### src/rtl/screen_sequencer.sv
// screen_sequencer
//   Moore FSM that selects the presentation or winner screen, enables the
//   game logic and emits a one-cycle board-clear pulse before every match.
//   The winner screen is held for WIN_HOLD_FRAMES frame ticks and then
//   returns to presentation.
//
// Ports
//   clk            rising-edge pixel-domain clock
//   reset_n        asynchronous active-low reset
//   frame_tick     one-cycle pulse per VGA frame
//   start_btn      synchronized, debounced start button level
//   game_over      match finished (level)
//   winner         match result, valid while game_over=1
//   cePS           presentation screen enable
//   ceSS           winner screen enable
//   game_en        game logic enable
//   game_clear     one-cycle board/score clear
//   winner_latched result captured at end of match
//   state          current FSM state (debug)
module screen_sequencer #(
  parameter int unsigned WIN_HOLD_FRAMES = 300
) (
  input  logic       clk,
  input  logic       reset_n,
  input  logic       frame_tick,
  input  logic       start_btn,
  input  logic       game_over,
  input  logic [1:0] winner,
  output logic       cePS,
  output logic       ceSS,
  output logic       game_en,
  output logic       game_clear,
  output logic [1:0] winner_latched,
  output logic [1:0] state
);

  localparam logic [1:0] ST_PRESENT = 2'b00;
  localparam logic [1:0] ST_CLEAR   = 2'b01;
  localparam logic [1:0] ST_PLAY    = 2'b10;
  localparam logic [1:0] ST_WIN     = 2'b11;

  localparam logic [9:0] HOLD_LAST = 10'(WIN_HOLD_FRAMES - 1);

  logic [1:0] state_q, state_d;
  logic [9:0] hold_q, hold_d;
  logic [1:0] win_q, win_d;
  logic       btn_q;
  logic       start_rise;

  // btn_q resets high so a button held through reset is not seen as a press.
  assign start_rise = start_btn & ~btn_q;

  always_comb begin
    state_d = state_q;
    hold_d  = hold_q;
    win_d   = win_q;
    case (state_q)
      ST_PRESENT: begin
        if (start_rise) begin
          state_d = ST_CLEAR;
          win_d   = '0;
        end
      end
      ST_CLEAR: begin
        state_d = ST_PLAY;
      end
      ST_PLAY: begin
        if (game_over) begin
          state_d = ST_WIN;
          win_d   = winner;
          hold_d  = '0;
        end
      end
      ST_WIN: begin
        // A rematch request wins over timer expiry in the same cycle.
        if (start_rise) begin
          state_d = ST_CLEAR;
          win_d   = '0;
        end else if (frame_tick) begin
          if (hold_q == HOLD_LAST) begin
            state_d = ST_PRESENT;
          end else begin
            hold_d = hold_q + 10'd1;
          end
        end
      end
      default: begin
        state_d = ST_PRESENT;
      end
    endcase
  end

  always_ff @(posedge clk or negedge reset_n) begin
    if (!reset_n) begin
      state_q <= ST_PRESENT;
      hold_q  <= '0;
      win_q   <= '0;
      btn_q   <= 1'b1;
    end else begin
      state_q <= state_d;
      hold_q  <= hold_d;
      win_q   <= win_d;
      btn_q   <= start_btn;
    end
  end

  assign cePS           = (state_q == ST_PRESENT);
  assign ceSS           = (state_q == ST_WIN);
  assign game_en        = (state_q == ST_PLAY);
  assign game_clear     = (state_q == ST_CLEAR);
  assign winner_latched = win_q;
  assign state          = state_q;

endmodule

### config.mk
export PLATFORM = sky130hd
export DESIGN_NAME = screen_sequencer
export DESIGN_NICKNAME = d
export VERILOG_FILES = /design/src/rtl/screen_sequencer.sv
export SDC_FILE = /design/constraint.sdc
export NUM_CORES = 1
export LEC_CHECK = 0
export ABC_AREA = 1
export CAP_MARGIN = 20
export CORE_UTILIZATION = 55
export DETAILED_ROUTE_END_ITERATION = 8
export DONT_BUFFER_PORTS = 1
export GPL_ROUTABILITY_DRIVEN = 1
export PLACE_DENSITY_LB_ADDON = 0.05
export SYNTH_ARGS = -nofsm -noshare
export SYNTH_HDL_FRONTEND = slang
export SYNTH_SLANG_ARGS = --single-unit
### constraint.sdc
create_clock -name clk -period 1.5 [get_ports clk]
set_clock_uncertainty 0.1 [all_clocks]
set_input_delay 0.075 -clock clk [delete_from_list [all_inputs] [get_ports clk]]
set_output_delay 0.075 -clock clk [all_outputs]
set_load 0.02 [all_outputs]
-- Word level (Yosys, flattened, before mapping)
Cells that the tools add are included.
- input bits: 7
- output and inout bits: 8
- logic and storage cells: 40
- flip-flop bits (word level): 15
- mux-type cells: 14
- add/subtract/negate cells: 1
- equality and inequality tests: 12
- reduce and logical (&&, ||, !) cells: 7
- bitwise gates (word level): 2
- operators by type and width (cell ; count):
    $mux W10 ; 4
    $pmux W10 S2 ; 1
    $mux W2 ; 7
    $add A10 B1 Y10 const B ; 1
    $eq A10 B9 Y1 const B ; 1
    $ne A2 B2 Y1 const B ; 4
    $pmux W2 S4 ; 1
    $reduce_and A5 Y1 ; 1
    $eq A2 B2 Y1 const B ; 2
    $ne A2 B1 Y1 const B ; 2
    $pmux W2 S2 ; 1
    $reduce_and A4 Y1 ; 1
    $reduce_bool A2 Y1 ; 2
    $ne A3 B1 Y1 const B ; 1
    $ne A3 B2 Y1 const B ; 1
    $reduce_and A3 Y1 ; 1
    $eq A2 B1 Y1 const B ; 1
    $logic_not A2 Y1 ; 1
    $reduce_or A2 Y1 ; 1
    $and A1 B1 Y1 ; 1
    $not A1 Y1 ; 1

-- Depth between registers and ports, before layout
- depth after elaboration: 5
- gate-level depth with buffers: 10
- depth with buffers taken out: 10

-- Least setup slack after synthesis
OpenSTA, ideal clock, no wires.
- path kind: register to register
- from: register state_q[0], in the netlist state[0]
- to: register hold_q[0]
- data required time: 1335 ps
- library setup time: 65 ps
- path slack: -292 ps
- cell stages (with the launch flop): 11
- data arrival time: 1627 ps
- clock period less this slack: 1792 ps
- cells stage by stage: dfrtp_1 > inv_1 > ha_1 > inv_2 > nand2_1 > o21ai_2 > nor2_4 > nand2_2 > nor2_4 > nand2_1 > nand2_1
- word-level cells in the longest chain between the ends: 3
- ends and longest elaborated chain (what ; RTL line ; RTL):
    from (decl) ; 44 ; logic [1:0] state_q, state_d;
    from (signal assigned) ; 100 ; state_q <= state_d;
    $eq A2 B2 Y1 (*) ; - ;
    named net game_en ; 31 ; output logic game_en,
    $ne A2 B2 Y1 (no source line) or $reduce_bool A2 Y1 (tied branches) ; - ;
    $reduce_and A5 Y1 (no source line) ; - ;
    to (signal assigned) ; 101 ; hold_q <= hold_d;
    to (decl) ; 45 ; logic [9:0] hold_q, hold_d;
Mark *: on every way through the listed nets, which the timed path passes. The rest lies on a longest branch.
A chain may end at the register's enable or synchronous reset.

-- Worst setup path after layout
- from: register state_q[1], in the netlist state[1]
- to: register hold_q[4]
- word-level cells in the longest chain between the ends: 3
- ends and longest elaborated chain (what ; RTL line ; RTL):
    $eq A2 B2 Y1 ; 57 ; case (state_q)
    $ne A2 B2 Y1 (no source line) or $reduce_bool A2 Y1 (tied branches) ; - ;
    $reduce_and A5 Y1 (no source line) ; - ;
Several ways; a longest one is shown, not always the timed one.

==> results.toml <==
[setup_path]
startpoint_type = "flop"
path_cells = "ha_4 > inv_4 > nand2_2 > o21ai_2 > nor2_4 > nand2_4 > nor2_4 > nand2_2 > nand2_1"
critPathMaxStageDelay_ns = 0.46
worstRegToRegCells = 9
end_kind = "flop"
slowest_stage = "dfrtp_2"
arrival_ns = 1.71
cp_top_family = "simple AND/OR/NAND/NOR gates"
worst-path-buf-inv = 1
regToRegStartpoint = "state[1]"
required_ns = 1.64
regToRegSetupSlack_ns = -0.07
worstReg2RegEnd = "hold_q[4]"
critical_path_class = "flop to flop"
critPathMaxFanout = 5

[synthesis]
synth_area_leaders = "dfrtp_1 (35%), nand2_1 (23%), inv_1 (7.9%), ha_1 (6.3%), nor2_1 (4.5%)"
synth_area_per_cell_sq_um = 6.85
syn_nets = 158
netlist_instances = 146
synth_edf_count = 0
ys_warn_count = 0
synth_common_cells = "nand2_1 (60), inv_1 (21), dfrtp_1 (14), nor2_1 (12), nand3_1 (8)"
synth-seq-cells = 15
synth_top_area_cell = "dfrtp_1"
yosysMostFrequentCell = "nand2_1"
postSynth.asyncResetShare_pct = 100
synthFlopType = "dfrtp_1"
synth.top_cell.area_share_pct = 35.0
syn_area_sq_um = 1000
ys_seq_area_share_pct = 37.7
ys_types = 20

[detailed_routing]
antenna_left = 0
finalWirelength_um = 2600
avgViaCountPerCell = 5.12
drc = 0
wl_per_cell_um = 13.2
vias = 1009
drt_iter0_markers = 33
first_pass_iters = 4

[sta]
drv_slew = 0
layout_setup_ws_ns = -0.0737
worst_slew_pin_slew_ns = 0.682
finalSetupViolCount = 14
max_freq_mhz = 635
period_minus_slack_ns = 1.57
rsz0062_at_grt = "yes"
max_slew_margin_pct = 54.4
fin_crit_sh_pct = 105
hold_viol = 0

[grt]
grt_pass1_wl_um = 3860
antenna_found_initial = 0
grt.total_usage_pct = 26.3
grt_start_max_net_pins = 16
overflow = 0
grt_pass1_vias = 885

[cts]
htreeDepth = 1
path_clk_slew_ns = 0.10
tritoncts = "built"
clock_latency_ns = 0.29
cts_buffers = 3
cts_sinks = 15
clockRootBuffer = "clkbuf_4"
clockBufferDepth = 2

[final_layout]
finalNonFillerCells = 197
drive_gt1_share_pct = 25.0
filler_cell_count = 130
n_antenna_cell = 0
final_nets = 185
area_growth_pct = 33.4

[placement]
place.gp.congestion = 0.796
dpl_worst_slack_ns = -0.0790
hpwl_um = 1520
port_buffers = 0
dp_cells = 181

[floorplan]
die_h_um = 44.6
std_cell_rows = 15
core_area_sq_mm = 0.00171
start_util_pct = 58.5
fp.dieW_um = 44.6
pin_count = 15
dieArea_sq_mm = 0.00199

[flow_run]
maxCapViolCount = 0

[min_path]
hold_start = "start_btn"
whs_endpoint = "state[1]"
whs_path_depth = 4
hp-class = "input port to flop"

[run_status]
violations = "negative setup slack"
status = "complete, but fails checks"

[pwr]
p_total_w = 0.00213
p_per_area_mw_per_mm2 = 1600
total_leakage_power_nw = 0.706
ir_drop_mv = 1.68
[worst max-delay path by stage]
stage / start / to / slack [ns] / cells after the start
2_1_floorplan: state[0] / hold_q[0] / -0.06 / 9
3_3_place_gp: state[0] / hold_q[8] / -0.02 / 10
3_5_place_dp: state[0] / hold_q[4] / -0.08 / 10
4_1_cts: state[0] / hold_q[8] / -0.06 / 10
5_1_grt: state[1] / hold_q[2] / -0.14 / 9
6_report: state[1] / hold_q[4] / -0.07 / 9
[flip-flops by register name, indices dropped and copies added (netlist names)]
signal          count
btn_q               1
winner_latched      2
hold_q             10
state               2
[where the power goes]
group | leakage, nW | internal (W) | switching [W]
clock network | 0.0150 | 0.000103 | 0.000143
registers | 0.199 | 0.000471 | 0.0000895
logic | 0.492 | 0.000571 | 0.000756
total | 0.706 | 0.00114 | 0.000988
[timing repair]
action,CTS,global route
pin swaps,6,9
setup buffers,2,4
setup endpoints to repair,14,14
cloned,1,0
gates resized for setup,4,13
endpoints found under the hold margin,18,0
hold buffers,5,0
[cell families (layout without fill, tap and decap cells)]
group                      after synthesis  after routing  share of synthesized area (%)
adders and majority gates                5              5                           6.26
DFF                                     15             15                           37.7
buffers and inverters                   24             49                           9.14
AOI/OAI and AO/OA                        6              6                           3.63
and+or+nand+nor                         92             93                           39.8
xor gates and xnor gates                 4              4                           3.51
[per-layer routing]
metal / global-route usage [%] / wire [um] / vias to the layer above / share of wire [%]
met3: 3.67 / 134 / 7 / 5.2
li1: - / - / 505 / -
met2: 40.6 / 1250 / 37 / 48
met4: 7.88 / 49 / 0 / 1.9
met5: 0 / 0 / - / 0
met1: 37.9 / 1170 / 460 / 45
[worst register-to-register path, cell delays in order (launching register included)]
cell and delay [ns]:
dfrtp_2 0.46, ha_4 0.22, inv_4 0.06, nand2_2 0.06, o21ai_2 0.06, nor2_4 0.15, nand2_4 0.09, nor2_4 0.18
nand2_2 0.08, nand2_1 0.06
[stage by stage]
| step | area, sq um | utilization, % | hold slack, ns | TNS [ns] |
|---|---|---|---|---|
| after global placement | 1140 | 66.8 | -0.320 | -0.111 |
| after CTS | 1260 | 73.8 | 0.0267 | -0.307 |
| after floorplan | 1030 | - | -0.321 | -0.605 |
| final | 1330 | 78.1 | 0.0641 | -0.565 |
| after detailed placement | 1140 | 66.8 | -0.320 | -0.719 |
| after global routing | 1330 | 78.1 | 0.0955 | -1.56 |
[cell usage in the layout (no fill, tap or decap), drive strengths merged]
master / Yosys / layout
a211oi: 1 / 1
a21oi: 2 / 2
buf: 1 / 17
clkbuf: 0 / 4
dfrtp: 14 / 14
dfstp: 1 / 1
dlygate4sd3: 0 / 5
ha: 5 / 5
inv: 23 / 23
nand2: 61 / 61
nand3: 9 / 9
nand4: 7 / 7
nor2: 14 / 15
nor3: 1 / 1
o21ai: 3 / 3
xnor2: 1 / 1
xor2: 3 / 3
[layout make-up]
cell class                 instances  area, sq um  share of cell area (%)
inverter                          23         93.8                    7.04
multi-input combinational        108          614                    46.1
timing repair buffer              22          189                    14.2
tap                               25         31.3                    2.35
clock buffer                       4         26.3                    1.97
sequential                        15          379                    28.4
(Power assumes the default switching activity.)
